`src/rtl/mem_access_arbiter.sv`:
```
// rtl/mem_access_arbiter.sv - shares one memory-controller port between fetch, load, store and debug
// Optional debug port enabled by defining DBG_PORT_EN.
module mem_access_arbiter #(
  parameter int ADDR_W = 16,
  parameter int DATA_W = 8
) (
  input  logic                clk_in,
  input  logic                reset_n_in,
  input  logic                fetch_req_in,
  input  logic [ADDR_W-1:0]   fetch_addr_in,
  output logic [2*DATA_W-1:0] inst_out,
  output logic                inst_fetch_done_out,
  input  logic                load_req_in,
  input  logic                store_req_in,
  input  logic [ADDR_W-1:0]   data_addr_in,
  input  logic [DATA_W-1:0]   store_data_in,
  output logic [DATA_W-1:0]   load_data_out,
  output logic                data_read_done_out,
  input  logic                dbg_req_in,
  input  logic                dbg_we_in,
  input  logic [ADDR_W-1:0]   dbg_addr_in,
  input  logic [DATA_W-1:0]   dbg_wdata_in,
  output logic [DATA_W-1:0]   dbg_rdata_out,
  output logic                dbg_done_out,
  output logic                mem_busy_out,
  output logic                mc_cmd_valid_out,
  input  logic                mc_cmd_ready_in,
  output logic                mc_cmd_we_out,
  output logic [ADDR_W-1:0]   mc_cmd_addr_out,
  output logic [DATA_W-1:0]   mc_cmd_wdata_out,
  input  logic                mc_rsp_valid_in,
  input  logic [DATA_W-1:0]   mc_rsp_data_in
);
  typedef enum logic [1:0] {IDLE, CMD, RSP, DONE} state_t;
  typedef enum logic [1:0] {OWN_FETCH, OWN_LOAD, OWN_STORE, OWN_DBG} owner_t;

  state_t            state;
  owner_t            owner;
  logic              fetch_hi;
  logic [DATA_W-1:0] inst_lo;
  logic              pend_fetch, pend_load, pend_store;
  logic [ADDR_W-1:0] fetch_addr_q, load_addr_q, store_addr_q;
  logic [DATA_W-1:0] store_data_q;
  logic              active;

  // A completed store has nothing left to report, so it stops counting as busy in DONE.
  assign active = (state != IDLE) && !(state == DONE && owner == OWN_STORE);

`ifdef DBG_PORT_EN
  logic              pend_dbg, dbg_we_q;
  logic [ADDR_W-1:0] dbg_addr_q;
  logic [DATA_W-1:0] dbg_wdata_q;
  assign mem_busy_out = pend_fetch | pend_load | pend_store | pend_dbg | active;
`else
  logic unused_dbg;
  assign unused_dbg    = ^{dbg_req_in, dbg_we_in, dbg_addr_in, dbg_wdata_in};
  assign dbg_rdata_out = '0;
  assign dbg_done_out  = 1'b0;
  assign mem_busy_out  = pend_fetch | pend_load | pend_store | active;
`endif

  always_ff @(posedge clk_in or negedge reset_n_in) begin
    if (!reset_n_in) begin
      state               <= IDLE;
      owner               <= OWN_FETCH;
      fetch_hi            <= 1'b0;
      inst_lo             <= '0;
      pend_fetch          <= 1'b0;
      pend_load           <= 1'b0;
      pend_store          <= 1'b0;
      fetch_addr_q        <= '0;
      load_addr_q         <= '0;
      store_addr_q        <= '0;
      store_data_q        <= '0;
      inst_out            <= '0;
      inst_fetch_done_out <= 1'b0;
      load_data_out       <= '0;
      data_read_done_out  <= 1'b0;
      mc_cmd_valid_out    <= 1'b0;
      mc_cmd_we_out       <= 1'b0;
      mc_cmd_addr_out     <= '0;
      mc_cmd_wdata_out    <= '0;
`ifdef DBG_PORT_EN
      pend_dbg            <= 1'b0;
      dbg_we_q            <= 1'b0;
      dbg_addr_q          <= '0;
      dbg_wdata_q         <= '0;
      dbg_rdata_out       <= '0;
      dbg_done_out        <= 1'b0;
`endif
    end else begin
      inst_fetch_done_out <= 1'b0;
      data_read_done_out  <= 1'b0;
`ifdef DBG_PORT_EN
      dbg_done_out        <= 1'b0;
      if (dbg_req_in && !pend_dbg) begin
        pend_dbg    <= 1'b1;
        dbg_we_q    <= dbg_we_in;
        dbg_addr_q  <= dbg_addr_in;
        dbg_wdata_q <= dbg_wdata_in;
      end
`endif
      // First request into a slot wins; later strobes to a pending slot are dropped.
      if (fetch_req_in && !pend_fetch) begin
        pend_fetch   <= 1'b1;
        fetch_addr_q <= fetch_addr_in;
      end
      if (load_req_in && !pend_load) begin
        pend_load   <= 1'b1;
        load_addr_q <= data_addr_in;
      end
      if (store_req_in && !pend_store) begin
        pend_store   <= 1'b1;
        store_addr_q <= data_addr_in;
        store_data_q <= store_data_in;
      end

      case (state)
        IDLE: begin
`ifdef DBG_PORT_EN
          if (pend_dbg) begin
            pend_dbg         <= 1'b0;
            owner            <= OWN_DBG;
            mc_cmd_we_out    <= dbg_we_q;
            mc_cmd_addr_out  <= dbg_addr_q;
            mc_cmd_wdata_out <= dbg_wdata_q;
            mc_cmd_valid_out <= 1'b1;
            state            <= CMD;
          end else
`endif
          if (pend_store) begin
            pend_store       <= 1'b0;
            owner            <= OWN_STORE;
            mc_cmd_we_out    <= 1'b1;
            mc_cmd_addr_out  <= store_addr_q;
            mc_cmd_wdata_out <= store_data_q;
            mc_cmd_valid_out <= 1'b1;
            state            <= CMD;
          end else if (pend_load) begin
            pend_load        <= 1'b0;
            owner            <= OWN_LOAD;
            mc_cmd_we_out    <= 1'b0;
            mc_cmd_addr_out  <= load_addr_q;
            mc_cmd_valid_out <= 1'b1;
            state            <= CMD;
          end else if (pend_fetch) begin
            pend_fetch       <= 1'b0;
            owner            <= OWN_FETCH;
            fetch_hi         <= 1'b0;
            mc_cmd_we_out    <= 1'b0;
            mc_cmd_addr_out  <= fetch_addr_q;
            mc_cmd_valid_out <= 1'b1;
            state            <= CMD;
          end
        end
        CMD: begin
          if (mc_cmd_ready_in) begin
            mc_cmd_valid_out <= 1'b0;
            if (mc_cmd_we_out) begin
              state <= DONE;
`ifdef DBG_PORT_EN
              if (owner == OWN_DBG) dbg_done_out <= 1'b1;
`endif
            end else begin
              state <= RSP;
            end
          end
        end
        RSP: begin
          if (mc_rsp_valid_in) begin
            if (owner == OWN_FETCH && !fetch_hi) begin
              // Low instruction byte in hand; go back for the next address (wraps at the top).
              inst_lo          <= mc_rsp_data_in;
              fetch_hi         <= 1'b1;
              mc_cmd_addr_out  <= mc_cmd_addr_out + ADDR_W'(1);
              mc_cmd_valid_out <= 1'b1;
              state            <= CMD;
            end else begin
              state <= DONE;
              case (owner)
                OWN_FETCH: begin
                  inst_out            <= {mc_rsp_data_in, inst_lo};
                  inst_fetch_done_out <= 1'b1;
                end
                OWN_LOAD: begin
                  load_data_out      <= mc_rsp_data_in;
                  data_read_done_out <= 1'b1;
                end
`ifdef DBG_PORT_EN
                OWN_DBG: begin
                  dbg_rdata_out <= mc_rsp_data_in;
                  dbg_done_out  <= 1'b1;
                end
`endif
                default: ;
              endcase
            end
          end
        end
        DONE: state <= IDLE;
        default: state <= IDLE;
      endcase
    end
  end
endmodule

```
`config.mk`:
```
export PLATFORM = sky130hd
export DESIGN_NAME = mem_access_arbiter
export DESIGN_NICKNAME = d
export VERILOG_FILES = /design/src/rtl/mem_access_arbiter.sv
export SDC_FILE = /design/constraint.sdc
export NUM_CORES = 1
export LEC_CHECK = 0
export CAP_MARGIN = 20
export CORE_AREA = 2 2 115 117
export CTS_CLUSTER_SIZE = 10
export DETAILED_ROUTE_END_ITERATION = 10
export DIE_AREA = 0 0 117 119
export PLACE_DENSITY = 0.72
export SYNTH_ARGS = -nofsm -noshare
export SYNTH_HDL_FRONTEND = slang
export SYNTH_SLANG_ARGS = --single-unit
```
`constraint.sdc`:
```
create_clock -name clk_in -period 1.65 [get_ports clk_in]
set_clock_uncertainty 0.05 [all_clocks]
set_input_delay 0.33 -clock clk_in [delete_from_list [all_inputs] [get_ports clk_in]]
set_output_delay 0.33 -clock clk_in [all_outputs]
set_load 0.005 [all_outputs]
```
==> metrics <==
DR iter-0 viols 245; global-route wire length before repair 22700 um; RSZ-0062 raised after global routing true; tightest hold margin 0.324 ns; largest net degree at the start of global routing 54; worst slack, placed -0.372 ns; gate count of the mapped netlist 450; final antenna diode count 0; share of post-route cells with drive strength above 1 39.4%; crit path max fanout 5; crit start category flip-flop; Final setup viols 35; final RePlAce weighted congestion 0.837; placeable core area 0.0129 sq mm; clock insertion delay at the later pin of the skew report 0.42 ns; Req. time, crit path 1.90 ns; Post-DP HPWL 9380 um; top-level I/O count 143; area enclosed by the die boundary 0.0139 sq mm; max-capacitance violation count 0; worst path setup slack after routing -0.101 ns; kind of path behind the tightest hold check input pin to asynchronous set/reset pin; fraction of the cycle the final worst path needs 106%; initial core utilization 42.8%; critical path data arrival time 2.00 ns; most common library cell in the layout ignoring fill and taps dfrtp_1; number of CTS-inserted buffers 17; number of placement rows 42; post-layout net count 718; Clock H-tree levels 4; violated checks negative setup slack; GR Util All Layers 21.6%; number of max-slew violations in the final report 0; maximum achievable frequency 571 MHz; remaining routing DRC violations 0; clock tree root driver cell clkbuf_16; average vias per placed instance 5.21; final standard cell count with taps included and fillers excluded 824; post-synth design cell area 0.00551 sq mm; clk sinks 123; total via count in the routed design 4297; number of buffers inserted by port buffering 107; Post-synth top flop dfrtp_1; area added between synthesis and finish 50.5%; antenna violations before repair 0; detail-routed net length per standard cell 17.5 um; standby leakage power 3.94 nW; result of the run finished with violations; peak supply drop 1200 uV; remaining global-route overflow 0; total of fill cells in the finished design 979; CTS tree done; number of enable flip-flop cells after synthesis 0; final hold violation count 0; number of cells after detailed placement 759; top library cells by usage in the layout, fill and taps aside dfrtp_1, mux2_2, buf_4; TritonRoute pass-1 iters 4; width of the die 117 um; Worst setup EP type flip-flop; height of the chip 119 um; clock tree buffer depth 2; number of routed nets with antenna violations 0; Synth Warn # 0; Reg clk slew, reported paths 0.06 ns; ratio of total power to cell area 1930 mW/mm^2; total wire length 14500 um; number of global-route vias before repair 4511; count of different cell masters after synthesis 52; Post-Syn Area per Cell 12.2 sq um; time the worst path needs with I/O delays and setup 1.75 ns; part of the Yosys area used for sequential elements 55.9%; ys async rst share 100%; kind of critical path flip-flop to flip-flop; number of storage elements in the synthesis netlist 123
[metrics by stage]
stage / total power [mW] / setup TNS (ns) / cell area, sq um / util (%)
2_1_floorplan: 8.29 / -0.000652 / 5540 / -
3_3_place_gp: 10.8 / -14.20 / 7080 / 55.0
3_5_place_dp: 11.1 / -16.74 / 7080 / 55.0
4_1_cts: 15.7 / -1.43 / 8130 / 63.1
5_1_grt: 16.9 / -4.60 / 8290 / 64.4
6_report: 16.0 / -1.82 / 8290 / 64.4
[power by group]
group	internal, mW	total [mW]	switching (mW)	leakage, nW
registers	4.49	5.36	0.870	1.49
logic	3.73	6.56	2.83	2.13
clock network	2.68	4.06	1.38	0.314
[area by class of cell]
cell class | instances | area [sq um] | share of cell area [%]
sequential | 123 | 3080 | 37.2
clock buffer | 17 | 425 | 5.13
multi-input combinational | 297 | 2480 | 29.9
timing repair buffer | 192 | 1840 | 22.2
clock inverter | 14 | 220 | 2.66
tap | 176 | 220 | 2.66
inverter | 5 | 18.8 | 0.226
[worst max-delay path: stages, from the launching register on]
cell,delay [ns]
dfrtp_1,0.43
buf_6,0.15
nor2b_4,0.15
and4_4,0.30
buf_6,0.12
buf_12,0.11
mux2_4,0.31
[worst paths after layout]
check / startpoint / end / slack (ns) / cells after the start
max in group asynchronous: reset_n_in / mc_cmd_addr_out[12] / 0.63 / 3
min in group clk_in: inst_lo[0] / inst_lo[0] / 0.42 / 2
setup reg to reg: state[0] / inst_out[10] / -0.10 / 6
hold reg to reg: inst_lo[0] / inst_lo[0] / 0.42 / 2
hold / removal: reset_n_in / mc_cmd_addr_out[1] / 0.32 / 2
setup / recovery: state[0] / inst_out[10] / -0.10 / 6
[cells by family (layout without fill, tap and decap cells)]
logic type	count (synthesis)	in the layout	share of synthesized area, %
compound gates	66	66	8.02
fa+ha+maj	1	1	0.227
buf+inv	39	228	3.84
flops	123	123	55.9
mux	106	106	21.3
other cells	1	9	0.0681
simple gates	114	115	10.7
[cell usage after synthesis (6+ instances only)]
| library cell | instances | share of area (%) |
|---|---|---|
| nand2_1 | 55 | 3.7 |
| nor2b_1 | 6 | 0.68 |
| mux2i_1 | 18 | 3.3 |
| clkbuf_1 | 9 | 0.61 |
| o21ai_0 | 27 | 2.5 |
| buf_2 | 10 | 0.91 |
| nor2_1 | 11 | 0.75 |
| mux2_2 | 88 | 18 |
| nand3_1 | 7 | 0.64 |
| buf_4 | 12 | 1.6 |
| dfrtp_1 | 123 | 56 |
| a21oi_1 | 10 | 0.91 |
[flip-flops by register name, indices dropped and copies added, names as in the netlist, 8 cells and up]
signal	cells
fetch_addr_q	16
inst_lo	8
inst_out	16
load_addr_q	16
load_data_out	8
mc_cmd_addr_out	16
mc_cmd_wdata_out	8
store_addr_q	16
store_data_q	8
[layer usage]
layer	wire length, um	up-vias	GRT usage (%)
li1	-	1974	-
met1	5670	2140	25.3
met2	7470	156	35.2
met3	1010	27	8.14
met4	314	0	8.90
met5	0	-	0
[what timing repair did]
item	in CTS	in global routing
setup endpoints to repair	107	76
gates resized for setup	110	41
hold buffers	1	0
hold endpoints to repair	21	0
gates cloned	3	1
setup buffers	28	2
pin swaps	20	27
(Power assumes the default switching activity.)
